`src/rtl/la_packet_decoder_mc.sv`:
```
// -----------------------------------------------------------------------------
// la_packet_decoder_mc
//
// Multi-lane packet framer/decoder for the logic-analyser receive path.
// It takes one deserialised word per clock. The word's MSB is a start marker
// and the remaining bits are beat data. BEATS beats are assembled into one
// packet, beat 1 most significant. Frame lock is tracked with a
// consecutive-good-packet counter. Completed packets are emitted with a
// one-cycle valid strobe once lock is held. Framing errors are counted in a
// saturating counter.
//
// Optional feature: define LA_CRC_CHECK_EN to check a CRC-8 (poly 0x07,
// init 0x00, MSB first) carried in payload[7:0]. A mismatching packet is
// dropped and counted as an error. A matching packet is emitted with
// payload[7:0] cleared.
//
// Ports:
//   clk          rx pixel clock, rising edge
//   rst_n        asynchronous active-low reset
//   rxd          deserialised word: rxd[WW-1] = start marker, rxd[W-1:0] = data
//   err_clr      synchronous clear of err_count
//   packet_type  type field of the last emitted packet
//   payload      payload of the last emitted packet
//   valid        single-cycle strobe: packet_type/payload are new this cycle
//   locked       frame lock
//   err_count    saturating framing/CRC error count
// -----------------------------------------------------------------------------
module la_packet_decoder_mc #(
    parameter int LANES      = 4,
    parameter int BEATS      = 2,
    parameter int TYPE_BITS  = 6,
    parameter int LOCK_COUNT = 4,
    parameter int ERR_BITS   = 16,
    localparam int WW           = 7 * LANES,
    localparam int W            = WW - 1,
    localparam int PKT_BITS     = W * BEATS,
    localparam int PAYLOAD_BITS = PKT_BITS - TYPE_BITS
) (
    input  logic                    clk,
    input  logic                    rst_n,
    input  logic [WW-1:0]           rxd,
    input  logic                    err_clr,
    output logic [TYPE_BITS-1:0]    packet_type,
    output logic [PAYLOAD_BITS-1:0] payload,
    output logic                    valid,
    output logic                    locked,
    output logic [ERR_BITS-1:0]     err_count
);

    localparam int IDX_W  = $clog2(BEATS + 1);
    localparam int GOOD_W = $clog2(LOCK_COUNT + 1);

    typedef enum logic {
        IDLE,
        COLLECT
    } state_t;

    state_t                  state_q, state_d;
    logic [IDX_W-1:0]        idx_q, idx_d;      // index of the beat expected next
    logic [PKT_BITS-1:0]     acc_q, acc_d;
    logic [GOOD_W-1:0]       good_q, good_d;
    logic                    locked_q, locked_d;
    logic                    valid_q, valid_d;
    logic [TYPE_BITS-1:0]    type_q, type_d;
    logic [PAYLOAD_BITS-1:0] pay_q, pay_d;
    logic [ERR_BITS-1:0]     err_q, err_d;

    logic                    start;
    logic                    take_beat;
    logic                    last_beat;
    logic                    frame_err;
    logic                    crc_ok;
    logic                    err_event;
    logic [PKT_BITS-1:0]     data_ext;
    logic [PKT_BITS-1:0]     assembled;

    assign start = rxd[WW-1];

`ifdef LA_CRC_CHECK_EN
    // CRC-8, poly x^8+x^2+x+1, MSB first, no reflection, no final XOR.
    function automatic logic [7:0] crc8(input logic [PKT_BITS-9:0] bits);
        logic [7:0] crc;
        logic       fb;
        crc = 8'h00;
        for (int i = PKT_BITS - 9; i >= 0; i--) begin
            fb  = crc[7] ^ bits[i];
            crc = {crc[6:0], 1'b0} ^ (fb ? 8'h07 : 8'h00);
        end
        return crc;
    endfunction
`endif

    // ---------------------------------------------------------------------
    // FSM state register
    // ---------------------------------------------------------------------
    // NOTE: sequential state uses non-blocking assignments only, so every
    // flop samples the pre-edge values regardless of statement order.
    always_ff @(posedge clk or negedge rst_n) begin
        if (!rst_n) begin
            state_q <= IDLE;
            idx_q   <= '0;
        end else begin
            state_q <= state_d;
            idx_q   <= idx_d;
        end
    end

    // ---------------------------------------------------------------------
    // FSM next-state logic
    // ---------------------------------------------------------------------
    // NOTE: every output of this block gets a default first, so no path
    // leaves a signal unassigned and no latch is inferred.
    always_comb begin
        state_d   = state_q;
        idx_d     = idx_q;
        take_beat = 1'b0;
        last_beat = 1'b0;
        frame_err = 1'b0;
        case (state_q)
            IDLE: begin
                if (start) begin
                    take_beat = 1'b1;
                    if (BEATS == 1) begin
                        last_beat = 1'b1;
                    end else begin
                        state_d = COLLECT;
                        idx_d   = IDX_W'(2);
                    end
                end
            end
            COLLECT: begin
                take_beat = 1'b1;
                if (start) begin
                    // Marker mid-packet: drop the partial packet and restart
                    // with this word as beat 1.
                    frame_err = 1'b1;
                    idx_d     = IDX_W'(2);
                end else if (idx_q == IDX_W'(BEATS)) begin
                    last_beat = 1'b1;
                    state_d   = IDLE;
                end else begin
                    idx_d = idx_q + 1'b1;
                end
            end
            default: begin
                state_d = IDLE;
            end
        endcase
    end

    // ---------------------------------------------------------------------
    // Datapath / output logic
    // ---------------------------------------------------------------------
    always_comb begin
        data_ext         = '0;
        data_ext[W-1:0]  = rxd[W-1:0];
        // After BEATS shifts the stale contents have left the register, so
        // the accumulator never needs clearing at the start of a packet.
        assembled        = (acc_q << W) | data_ext;
        acc_d            = take_beat ? assembled : acc_q;

`ifdef LA_CRC_CHECK_EN
        crc_ok = (crc8(assembled[PKT_BITS-1:8]) == assembled[7:0]);
`else
        crc_ok = 1'b1;
`endif

        good_d    = good_q;
        locked_d  = locked_q;
        valid_d   = 1'b0;
        type_d    = type_q;
        pay_d     = pay_q;
        err_event = 1'b0;

        if (frame_err) begin
            err_event = 1'b1;
            good_d    = '0;
            locked_d  = 1'b0;
        end else if (last_beat) begin
            if (!crc_ok) begin
                err_event = 1'b1;
            end else begin
                if (good_q != GOOD_W'(LOCK_COUNT)) begin
                    good_d = good_q + 1'b1;
                end
                if (good_d == GOOD_W'(LOCK_COUNT)) begin
                    locked_d = 1'b1;
                end
                // Emit only once lock holds after this packet is counted.
                if (locked_d) begin
                    valid_d = 1'b1;
                    type_d  = assembled[PKT_BITS-1 -: TYPE_BITS];
                    pay_d   = assembled[PAYLOAD_BITS-1:0];
`ifdef LA_CRC_CHECK_EN
                    pay_d[7:0] = 8'h00;
`endif
                end
            end
        end

        // A clear coinciding with an error still records that error.
        if (err_clr) begin
            err_d = err_event ? ERR_BITS'(1) : '0;
        end else if (err_event && (err_q != '1)) begin
            err_d = err_q + 1'b1;
        end else begin
            err_d = err_q;
        end
    end

    always_ff @(posedge clk or negedge rst_n) begin
        if (!rst_n) begin
            acc_q    <= '0;
            good_q   <= '0;
            locked_q <= 1'b0;
            valid_q  <= 1'b0;
            type_q   <= '0;
            pay_q    <= '0;
            err_q    <= '0;
        end else begin
            acc_q    <= acc_d;
            good_q   <= good_d;
            locked_q <= locked_d;
            valid_q  <= valid_d;
            type_q   <= type_d;
            pay_q    <= pay_d;
            err_q    <= err_d;
        end
    end

    assign packet_type = type_q;
    assign payload     = pay_q;
    assign valid       = valid_q;
    assign locked      = locked_q;
    assign err_count   = err_q;

endmodule

```
`config.mk`:
```
export PLATFORM = sky130hd
export DESIGN_NAME = la_packet_decoder_mc
export DESIGN_NICKNAME = d
export VERILOG_FILES = /design/src/rtl/la_packet_decoder_mc.sv
export SDC_FILE = /design/constraint.sdc
export NUM_CORES = 1
export LEC_CHECK = 0
export ABC_CLOCK_PERIOD_IN_PS = 2500
export BUFFER_PORTS_ARGS = -buffer_cell sky130_fd_sc_hd__buf_4
export CAP_MARGIN = 20
export CORE_ASPECT_RATIO = 0.7
export CORE_MARGIN = 2
export CORE_UTILIZATION = 38
export DETAILED_ROUTE_END_ITERATION = 16
export PLACE_DENSITY_LB_ADDON = 0.3
export SLEW_MARGIN = 20
export SYNTH_ARGS = -nofsm -noshare
export SYNTH_HDL_FRONTEND = slang
export SYNTH_SLANG_ARGS = --single-unit
```
`constraint.sdc`:
```
create_clock -name clk -period 2.5 [get_ports clk]
set_input_delay 0.375 -clock clk [delete_from_list [all_inputs] [get_ports clk]]
set_output_delay 0.375 -clock clk [all_outputs]
set_load 0.005 [all_outputs]
```
**Yosys cells after proc, flatten, opt, wreduce, memory -nomap -nowiden**

Index checks and enable logic that the tools add are counted.

- Word-level logic and storage cells: 56
- Output and inout port bits: 72
- Bits in registers: 105

- Add/subtract/negate cells: 3
- Bitwise gates (word level): 3
- Muxes and demuxes: 30
- Reductions and logical operators: 5
- Equal/unequal tests: 6

Operators with widths:

| cell | count |
|---|---|
| bitwise OR 54 x 27 -> 54 bit | 1 |
| two-way mux 16 bit | 2 |
| two-way mux 1 bit | 17 |
| adder 16 x 1 -> 16 bit, second input constant | 1 |
| inequality test 16 bit, second input constant | 1 |
| two-way mux 3 bit | 5 |
| two-way mux 2 bit | 3 |
| inequality test 3 bit, second input constant | 2 |
| case mux 1 bit (2 select lines) | 2 |
| case mux 2 bit (2 select lines) | 1 |
| nonzero test 2 bit | 2 |
| adder 3 x 1 -> 3 bit, second input constant | 1 |
| == test 3 bit, second input constant | 1 |
| AND reduction 3 bit | 1 |
| adder 2 x 1 -> 2 bit, second input constant | 1 |
| == test 2 bit, second input constant | 1 |
| inequality test 2 bit, second input constant | 1 |
| inverter 1 bit | 2 |
| AND reduction 2 bit | 1 |
| logical AND 1 bit | 1 |

**Longest topological paths before layout**

Gate-level depths: netlist (run 1).

- Depth after elaboration: 13
- Gate-level depth with buffers: 8
- Gate-level depth less buffers: 6

**Worst setup path before layout (run 1)**

Ideal clock, no wire load.

- Path type: register to register
- From: register good_q[0]
- To: register pay_q[10] (netlist: payload[10])
- Setup slack: 303 ps
- Data arrival time: 2072 ps
- Cell stages (with the launch flop): 9
- Buffers on the path: 2
- Clock period less this slack: 2197 ps
- Cells stage by stage: dfrtp_1 -> inv_1 -> ha_1 -> or3b_1 -> a211oi_1 -> o311a_1 -> buf_4 -> buf_6 -> mux2_2

- Longest elaborated chain between the ends: 9
- Elaborated cells between the ends (all ways): 10

Ends and longest elaborated chain:

| what | line | RTL |
|---|---|---|
| start, declared | 61 | `logic [GOOD_W-1:0] good_q, good_d;` |
| start signal, assigned | 222 | `good_q <= good_d;` |
| adder 3 x 1 -> 3 bit or inequality test 3 bit (tied branches) | 184, 183 |  |
| two-way mux 3 bit (*) | 183 | `if (good_q != GOOD_W'(LOCK_COUNT)) begin` |
| two-way mux 3 bit (*) | 179 | `end else if (last_beat) begin` |
| two-way mux 3 bit (*) | 175 | `if (frame_err) begin` |
| == test 3 bit (*) | 186 | `if (good_d == GOOD_W'(LOCK_COUNT)) begin` |
| two-way mux 1 bit (*) | 186 |  |
| two-way mux 1 bit (*) | 179 |  |
| two-way mux 1 bit (*) | 175 |  |
| AND reduction 3 bit (no source line) (*) | - |  |
| end signal, assigned | 226 | `pay_q <= pay_d;` |
| end, declared | 65 | `logic [PAYLOAD_BITS-1:0] pay_q, pay_d;` |

Mark *: on every way between the ends. The rest lies on a longest branch, timed or not. The select of a mux whose other input is x is not followed.
A chain may end at the register's enable or synchronous reset.

**Final worst setup path (run 1)**

- From: register good_q[0]
- To: register pay_q[40] (netlist: payload[40])

Same word-level chain as after synthesis.

==> impl_metrics.tcl, run 1 <==
set metrics [dict create \
    status "completed" \
    timing.setup.tns_ps 0 \
    cts_root_buffer "sky130_fd_sc_hd__clkbuf_16" \
    post_drt_wl_per_cell_um 15.6 \
    postSynth.asyncResetShare 1.00 \
    synthesis.instances 311 \
    synth_enable_flop_cells 0 \
    htreeDepth 3 \
    irDropWorstVdd_mv 0.457 \
    mappedNetlistArea_um2 4350 \
    grt-ovfl-total 0 \
    clock_insertion_delay_worst_skew_ps 340 \
    antenna_cells_inserted 0 \
    yosys_warnings 0 \
    yosysSeqAreaShare 0.605 \
    synthDominantAreaCellType "sky130_fd_sc_hd__dfrtp_1" \
    timing.critical_path.required_ps 2720 \
    drtAntennaViolNets 0 \
    ctsHoldBuffers 0 \
    place.port_buffers 102 \
    floorplan.die_area_um2 12300 \
    globalplace.congestion 0.851 \
    worst_setup_hold_path_clk_slew_ps 70 \
    r2r_start "good_q[0]" \
    die_w_um 132 \
    max_slew.worst_pin.slew_ps 702 \
    reg2regPathDepth 7 \
    syn2layout_area_growth_pct 28.5 \
    cts_max_path_buffers 2 \
    grt_util_met1 0.210 \
    starting_utilization_of_the_core_area 0.392 \
    synth_area_leaders "sky130_fd_sc_hd__dfrtp_1, sky130_fd_sc_hd__mux2_2, sky130_fd_sc_hd__mux2_1" \
    rsz0062_at_grt "false" \
    cts_buffers 9 \
    route.detailed.drc 0 \
    reg2reg_slack_ps 110 \
    synth_fp_nets 346 \
    vias_per_cell 5.12 \
    r2r_end "payload[40]" \
    skew_final_ps 6.70 \
    finalNetCount 451 \
    synth_top_cells_by_count "sky130_fd_sc_hd__dfrtp_1, sky130_fd_sc_hd__mux2_2, sky130_fd_sc_hd__a21oi_1" \
    ys_ff_latch 105 \
    max_slew_margin 0.529 \
    kind_of_path_behind_the_tightest_hold_check "input port to async pin" \
    yosys.area.top_type_share 0.605 \
    firstDrtPassIters 5 \
    largest_fanout_on_the_critical_path 40 \
    number_of_antenna_violations_at_the_first_check_in_global_routing 0 \
    top_usage_layer "met2" \
    number_of_vias_in_the_routed_layout 2938 \
    cts_tree "built" \
    final_layout_size_suffix_gt1_frac 0.473 \
    layout.cells.non_filler 574 \
    worstSetupStartpointType "flop" \
    place_inst 558 \
    die_height_um 93.5 \
    global_route_wire_length_before_repair_um 14600 \
    yosysMostFrequentCell "sky130_fd_sc_hd__dfrtp_1" \
    drt_wl_total_um 8940 \
    avgSynthCellArea_um2 14.0 \
    grt_max_degree 55 \
    totalPowerFinal_w 0.00552 \
    rows 32 \
    synth_cell_types 42 \
    globalRouteMet2Util 0.226 \
    utilization 0.503 \
    cellPowerDensity_nw_per_um2 988 \
    total_leakage_power_nw 2.50 \
    worstPathArrival_ps 2610 \
    globalRouteMet3Util 0.0412 \
    finalSetupViolations 0 \
    first_iter_violations 253 \
    min_period_over_period 0.955 \
    postSynth.topFlopCell "sky130_fd_sc_hd__dfrtp_1" \
    report.final.slew_viol_count 0 \
    hpwl_um 6390 \
    core_area_um2 11100 \
    ios 103 \
    min_period_ps 2390 \
    clkSinkCount 105 \
    path_class "flop to flop" \
    critical_path.endpoint_type "flop" \
    first_global_vias 2835 \
    hold_viol_final 0 \
    achievable-frequency_mhz 419 \
    maxCapViolations 0 \
    track_usage 0.149 \
]
[logic make-up (layout without fill, tap and decap cells)]
family / Yosys count / after routing / synth area share
compound gates: 38 / 38 / 0.0564
xor+xnor: 1 / 1 / 0.00202
fa+ha+maj: 4 / 4 / 0.0115
buf+inv: 18 / 128 / 0.0250
flops: 105 / 105 / 0.605
mux: 82 / 82 / 0.212
simple gates: 63 / 63 / 0.0881
[through the flow]
| step | setup slack (ps) | instance area [um^2] | hold WS [ps] |
|---|---|---|---|
| global route | 6.00 | 5580 | 112 |
| CTS | 106 | 5580 | 75.8 |
| global placement | 252 | 5300 | 444 |
| finish | 111 | 5580 | 58.6 |
| detailed placement | 128 | 5300 | 449 |
| floorplan | 303 | 4350 | 79.4 |
[power breakdown]
part	total (W)	internal, W	switching, W
sequential	0.00254	0.00224	0.000307
clock	0.00131	0.000682	0.000628
combinational	0.00167	0.00107	0.000597
[area by class of cell]
type / count / area, um^2
clock buffers: 9 / 225
clock inverters: 7 / 53.8
fillers: 986 / 5510
inverters: 4 / 15.0
multi-input cells: 188 / 1620
flip-flops and latches: 105 / 2630
well taps: 153 / 191
repair buffers: 108 / 848
[per-layer routing]
layer  up-vias  wire length, um
li1       1356                -
met1      1479             4130
met2        93             4180
met3        10              525
met4         0              108
met5         -                0
[worst max-delay path by stage]
stage               from        endpoint  slack [ps]  cells after the start
2_1_floorplan  good_q[0]     payload[10]         300                      8
3_3_place_gp   good_q[0]     payload[44]         250                      7
3_5_place_dp   good_q[0]     payload[40]         130                      7
4_1_cts        good_q[0]     payload[40]         110                      7
5_1_grt        good_q[0]  packet_type[0]           6                      7
6_report       good_q[0]     payload[40]         110                      7
[sequential cells by signal (all words and copies together), names as in the netlist]
name and count:
payload 48, state_q 1, err_count 16, good_q 3, packet_type 6, valid 1
locked 1, idx_q 2, acc_q 27
[repair_timing]
| action | in CTS | in global routing |
|---|---|---|
| endpoints found under the hold margin | 0 | 0 |
| setup endpoints to repair | 0 | 45 |
| buffers inserted | 0 | 0 |
| resized for setup | 0 | 1 |
[placed cells by master (no fill, tap or decap), types with 8 or more instances in the layout]
master	count
sky130_fd_sc_hd__nand2_1	11
sky130_fd_sc_hd__dfrtp_1	105
sky130_fd_sc_hd__clkbuf_16	9
sky130_fd_sc_hd__buf_4	105
sky130_fd_sc_hd__or4_1	10
sky130_fd_sc_hd__o31ai_1	9
sky130_fd_sc_hd__a21oi_1	14
sky130_fd_sc_hd__nand3_1	8
sky130_fd_sc_hd__mux2_1	13
sky130_fd_sc_hd__mux2_2	68
[worst max-delay path, cell delays in order, from the launching register on]
cell	delay, ps
sky130_fd_sc_hd__dfrtp_1	400
sky130_fd_sc_hd__inv_1	100
sky130_fd_sc_hd__ha_1	250
sky130_fd_sc_hd__or3b_1	410
sky130_fd_sc_hd__a211oi_2	240
sky130_fd_sc_hd__o311a_2	240
sky130_fd_sc_hd__buf_12	230
sky130_fd_sc_hd__mux2_2	370
Power figures use the tool's default switching activity.
==> run 2: changes to the inputs <==
--- a/config.mk
+++ b/config.mk
@@ -9,8 +9,7 @@
 export BUFFER_PORTS_ARGS = -buffer_cell sky130_fd_sc_hd__buf_4
 export CAP_MARGIN = 20
 export CORE_ASPECT_RATIO = 0.7
-export CORE_MARGIN = 2
-export CORE_UTILIZATION = 38
+export CORE_UTILIZATION = 29
 export DETAILED_ROUTE_END_ITERATION = 16
 export PLACE_DENSITY_LB_ADDON = 0.3
 export SLEW_MARGIN = 20
==> impl_metrics.tcl, run 2 (same netlist as run 1, synthesis figures left out) <==
set metrics [dict create \
    status "completed" \
    total_leakage_power_nw 2.52 \
    kind_of_path_behind_the_tightest_hold_check "input port to flop" \
    cts_tree "built" \
    power.switching_fraction 0.277 \
    post-cts-setup-buffer-count 0 \
    antenna_cells_inserted 0 \
    skew_final_ps 6.74 \
    rsz0062_at_grt "false" \
    post_drt_wl_per_cell_um 14.5 \
    globalplace.congestion 0.743 \
    power.internal_w 0.00401 \
    vias_per_cell 4.73 \
    syn2layout_area_growth_pct 30.2 \
    first_iter_violations 115 \
    die_height_um 104 \
    switchingPower_w 0.00154 \
    clkSinkCount 105 \
    grt_max_degree 58 \
    hpwl_um 6370 \
    finalSetupViolations 0 \
    irDropWorstVdd_mv 0.434 \
    totalPowerFinal_w 0.00554 \
    timing.critical_path.required_ps 2720 \
    r2r_start "good_q[0]" \
    r2r_end "packet_type[3]" \
    worstSetupStartpointType "flop" \
    floorplan.die_area_um2 15500 \
    combPwrFrac 0.301 \
    timing.setup.tns_ps 0 \
    htreeDepth 3 \
    firstDrtPassIters 4 \
    drt_wl_total_um 8950 \
    reg2regPathDepth 7 \
    timing.hold.worst.start "rxd[11]" \
    report.final.slew_viol_count 0 \
    cellPowerDensity_nw_per_um2 980 \
    cts_root_buffer "sky130_fd_sc_hd__clkbuf_16" \
    rows 37 \
    place.port_buffers 102 \
    min_period_over_period 0.946 \
    finalNetCount 453 \
    largest_fanout_on_the_critical_path 35 \
    critical_path.endpoint_type "flop" \
    max_slew_margin 0.499 \
    largest_register_ff_count 48 \
    hold_slack_ps 265 \
    max_slew.worst_pin.slew_ps 745 \
    pwr-share-seq 0.456 \
    maxCapViolations 0 \
    cts_max_path_buffers 2 \
    min_period_ps 2360 \
    reg2reg_slack_ps 140 \
    worstPathArrival_ps 2590 \
    first_global_vias 2956 \
    min_delay_worst_endpoint "payload[11]" \
    global_route_wire_length_before_repair_um 15100 \
    globalRouteMet2Util 0.184 \
    clock_power_share 0.242 \
    route.detailed.drc 0 \
    number_of_vias_in_the_routed_layout 2924 \
    number_of_antenna_violations_at_the_first_check_in_global_routing 0 \
    worst_setup_hold_path_clk_slew_ps 70 \
    globalRouteMet3Util 0.0386 \
    grt_util_met1 0.167 \
    die_w_um 148 \
    final_layout_size_suffix_gt1_frac 0.470 \
    track_usage 0.122 \
    cts_buffers 9 \
    core_area_um2 14700 \
    final_common_cell "sky130_fd_sc_hd__buf_4" \
    clock_insertion_delay_worst_skew_ps 340 \
    grt-ovfl-total 0 \
    worstHoldPathCells 2 \
    drtAntennaViolNets 0 \
    achievable-frequency_mhz 423 \
    path_class "flop to flop" \
    utilization 0.386 \
    hold_viol_final 0 \
    top_usage_layer "met2" \
    starting_utilization_of_the_core_area 0.296 \
    ios 103 \
    final_cell_mix "sky130_fd_sc_hd__buf_4, sky130_fd_sc_hd__dfrtp_1, sky130_fd_sc_hd__mux2_2" \
]
==> run 2: per-layer routing <==
layer / wire, um / up-vias
met2: 4050 / 63
met4: 87 / 0
li1: - / 1359
met1: 4310 / 1497
met3: 492 / 5
met5: 0 / -
==> run 2: power groups by stage <==
| stage | logic, W | clock network, W | registers [W] |
|---|---|---|---|
| 3_5_place_dp | 0.00170 | 0 | 0.00257 |
| 2_1_floorplan | 0.000757 | 0 | 0.00255 |
| 6_report | 0.00167 | 0.00134 | 0.00253 |
| 5_1_grt | 0.00182 | 0.00149 | 0.00261 |
| 4_1_cts | 0.00171 | 0.00140 | 0.00254 |
| 3_3_place_gp | 0.00165 | 0 | 0.00255 |
==> run 2: how the worst max path moves through the flow <==
stage | startpoint | to
CTS | good_q[0] | payload[19]
global route | good_q[0] | payload[33]
detailed placement | good_q[0] | payload[33]
finish | good_q[0] | packet_type[3]
global placement | good_q[0] | payload[35]
floorplan | good_q[0] | payload[10]
==> run 2: critical path, stage by stage, from the launching register on <==
cell,delay (ps)
sky130_fd_sc_hd__dfrtp_1,390
sky130_fd_sc_hd__inv_1,90
sky130_fd_sc_hd__ha_1,240
sky130_fd_sc_hd__or3b_1,380
sky130_fd_sc_hd__a211oi_1,260
sky130_fd_sc_hd__o311a_2,260
sky130_fd_sc_hd__buf_12,220
sky130_fd_sc_hd__mux2_2,360
==> run 2: repair_timing <==
item	in CTS	in global routing
hold endpoints to repair	13	0
hold buffers	1	0
resized for setup	0	0
==> run 2: area by class of cell <==
class,count,area [um^2]
fill,1381,9020
sequential,105,2630
multi-input combinational,188,1620
timing repair buffer,110,866
tap,195,244
clock buffer,9,225
clock inverter,7,62.6
inverter,4,15.0
==> run 2: metrics by stage <==
step / std cells / setup slack [ps] / cell area (um^2)
2_1_floorplan: 311 / 303 / 4350
3_3_place_gp: 601 / 207 / 5360
3_5_place_dp: 601 / 166 / 5360
4_1_cts: 618 / 146 / 5660
5_1_grt: 618 / 42.2 / 5660
6_report: 618 / 136 / 5660
==> run 3: changes to the inputs <==
--- a/config.mk
+++ b/config.mk
@@ -5,6 +5,7 @@
 export SDC_FILE = /design/constraint.sdc
 export NUM_CORES = 1
 export LEC_CHECK = 0
+export ABC_AREA = 1
 export ABC_CLOCK_PERIOD_IN_PS = 2500
 export BUFFER_PORTS_ARGS = -buffer_cell sky130_fd_sc_hd__buf_4
 export CAP_MARGIN = 20
==> impl_metrics.tcl, run 3 <==
set metrics [dict create \
    drt_wl_total_um 10800 \
    firstDrtPassIters 4 \
    rows 37 \
    synthAdderAreaFrac 0.0110 \
    synthMuxAreaShare 0.0668 \
    post_drt_wl_per_cell_um 13.7 \
    hpwl_um 7640 \
    clkSinkCount 105 \
    synthDominantAreaCellType "sky130_fd_sc_hd__dfrtp_1" \
    final_common_cell "sky130_fd_sc_hd__nand2_1" \
    post_synth_xor_area_fraction 0.00962 \
    cts_buffers 9 \
    antenna_cells_inserted 0 \
    ys_ff_latch 105 \
    global_route_wire_length_before_repair_um 17800 \
    layout.cells.non_filler 788 \
    skew_final_ps 12.1 \
    timing.critical_path.required_ps 2770 \
    r2r_end "payload[28]" \
    worstSetupStartpointType "flop" \
    postSynth.topFlopCell "sky130_fd_sc_hd__dfrtp_1" \
    kind_of_path_behind_the_tightest_hold_check "input port to async pin" \
    synthesis.instances 487 \
    timing.setup.tns_ps 0 \
    floorplan.die_area_um2 16200 \
    utilization 0.390 \
    post_synth_and_or_nand_nor_area_fraction 0.265 \
    max_slew_margin 0.550 \
    total_leakage_power_nw 2.97 \
    cts_max_path_buffers 2 \
    globalplace.congestion 0.812 \
    synth_top_cells_by_count "sky130_fd_sc_hd__nand2_1, sky130_fd_sc_hd__dfrtp_1, sky130_fd_sc_hd__nand3_1" \
    clock_insertion_delay_worst_skew_ps 340 \
    drtAntennaViolNets 0 \
    track_usage 0.140 \
    maxCapViolations 0 \
    worstPathArrival_ps 2050 \
    number_of_vias_in_the_routed_layout 3597 \
    post-cts-setup-buffer-count 0 \
    starting_utilization_of_the_core_area 0.303 \
    die_height_um 107 \
    report.final.slew_viol_count 0 \
    ios 103 \
    number_of_antenna_violations_at_the_first_check_in_global_routing 0 \
    critical_path.endpoint_type "flop" \
    syn2layout_area_growth_pct 28.4 \
    synth-compound-area-share 0.0190 \
    ctsHoldBuffers 0 \
    yosysMostFrequentCell "sky130_fd_sc_hd__nand2_1" \
    reg2regPathDepth 9 \
    die_w_um 152 \
    synth_cell_types 25 \
    min_period_over_period 0.712 \
    largest_register_ff_count 48 \
    synth_area_leaders "sky130_fd_sc_hd__dfrtp_1, sky130_fd_sc_hd__nand2_1, sky130_fd_sc_hd__nand3_1" \
    max_slew.worst_pin.slew_ps 676 \
    synth_fp_nets 522 \
    worst_setup_hold_path_clk_slew_ps 80 \
    finalNetCount 623 \
    rsz0062_at_grt "false" \
    r2r_start "good_q[0]" \
    cellPowerDensity_nw_per_um2 972 \
    synth_enable_flop_cells 0 \
    yosys_warnings 0 \
    final_cell_mix "sky130_fd_sc_hd__nand2_1, sky130_fd_sc_hd__buf_4, sky130_fd_sc_hd__dfrtp_1" \
    vias_per_cell 4.56 \
    grt_max_degree 52 \
    core_area_um2 15000 \
    first_iter_violations 121 \
    place_inst 772 \
    postSynth.asyncResetShare 1.00 \
    first_global_vias 3518 \
    avgSynthCellArea_um2 9.34 \
    yosysSeqAreaShare 0.577 \
    synth_top_family_by_area "simple AND/OR/NAND/NOR gates" \
    yosys.area.top_type_share 0.577 \
    grt-ovfl-total 0 \
    cts_tree "built" \
    route.detailed.drc 0 \
    irDropWorstVdd_mv 0.409 \
    finalSetupViolations 0 \
    reg2reg_slack_ps 720 \
    status "completed" \
    final_layout_size_suffix_gt1_frac 0.278 \
    htreeDepth 3 \
    cts-resized-gates 0 \
    mappedNetlistArea_um2 4550 \
    cts_root_buffer "sky130_fd_sc_hd__clkbuf_16" \
    place.port_buffers 102 \
    hold_viol_final 0 \
    path_class "flop to flop" \
    largest_fanout_on_the_critical_path 32 \
    achievable-frequency_mhz 561 \
    min_period_ps 1780 \
]
==> run 3: cell count changes after synthesis, moves of 10 or more <==
cell,change
sky130_fd_sc_hd__a21oi_1,-10
sky130_fd_sc_hd__nand3_1,+62
sky130_fd_sc_hd__nand2_1,+168
sky130_fd_sc_hd__or4_1,-10
sky130_fd_sc_hd__inv_1,+17
sky130_fd_sc_hd__mux2_2,-41
sky130_fd_sc_hd__mux2_1,-13
sky130_fd_sc_hd__nor2_1,+15
==> run 3: worst max path at each step <==
stage	startpoint	endpoint	slack (ps)	depth (start not counted)
after CTS	idx_q[0]	payload[28]	700	8
after global placement	rxd[27]	payload[2]	760	8
after detailed placement	idx_q[0]	payload[4]	700	8
after floorplan	err_count[0]	err_count[2]	880	10
final	good_q[0]	payload[28]	720	9
after global routing	good_q[0]	payload[2]	470	9
==> run 3: stage by stage <==
stage	instance area, um^2	hold slack (ps)	total power, W	worst slack [ps]
finish	5840	65.7	0.00568	719
global route	5840	107	0.00610	469
CTS	5840	88.3	0.00578	696
detailed placement	5540	460	0.00435	697
global placement	5540	453	0.00429	760
floorplan	4550	79.4	0.00335	878
==> run 3: report_power, final <==
group / switching (W) / leakage (nW) / internal, W / total, W
combinational: 0.000909 / 1.50 / 0.000870 / 0.00178
sequential: 0.000295 / 1.31 / 0.00219 / 0.00248
clock: 0.000702 / 0.150 / 0.000717 / 0.00142
total: 0.00191 / 2.97 / 0.00378 / 0.00568
==> run 3: final cells by class <==
cell class	count	area, um^2
Sequential cell	105	2630
Timing Repair Buffer	111	871
Fill cell	1507	9160
Inverter	24	92.6
Clock inverter	7	81.3
Multi-Input combinational cell	337	1700
Tap cell	195	244
Clock buffer	9	225
==> run 3: per-layer routing <==
layer / global-route usage / wire length (um) / up-vias
li1: - / - / 1777
met1: 0.192 / 5170 / 1738
met2: 0.221 / 5080 / 73
met3: 0.0298 / 445 / 9
met4: 0.0403 / 127 / 0
met5: 0 / 0 / -
==> run 3: worst max-delay path, stage by stage, from the launching register on <==
cell and delay (ps):
sky130_fd_sc_hd__dfrtp_1 360, sky130_fd_sc_hd__inv_2 60, sky130_fd_sc_hd__ha_1 190, sky130_fd_sc_hd__nand2_1 130, sky130_fd_sc_hd__xor2_1 200, sky130_fd_sc_hd__nand3_1 120
sky130_fd_sc_hd__nand2_2 100, sky130_fd_sc_hd__buf_4 320, sky130_fd_sc_hd__nand3_1 130, sky130_fd_sc_hd__nand2_1 100
==> run 3: cells by family (layout without fill, tap and decap cells) <==
kind of cell    after synthesis  count (layout)
fa+ha+maj                     4               4
xor+xnor                      5               5
buf+inv                      45             151
compound gates               15              15
simple gates                286             286
mux                          27              27
flops                       105             105
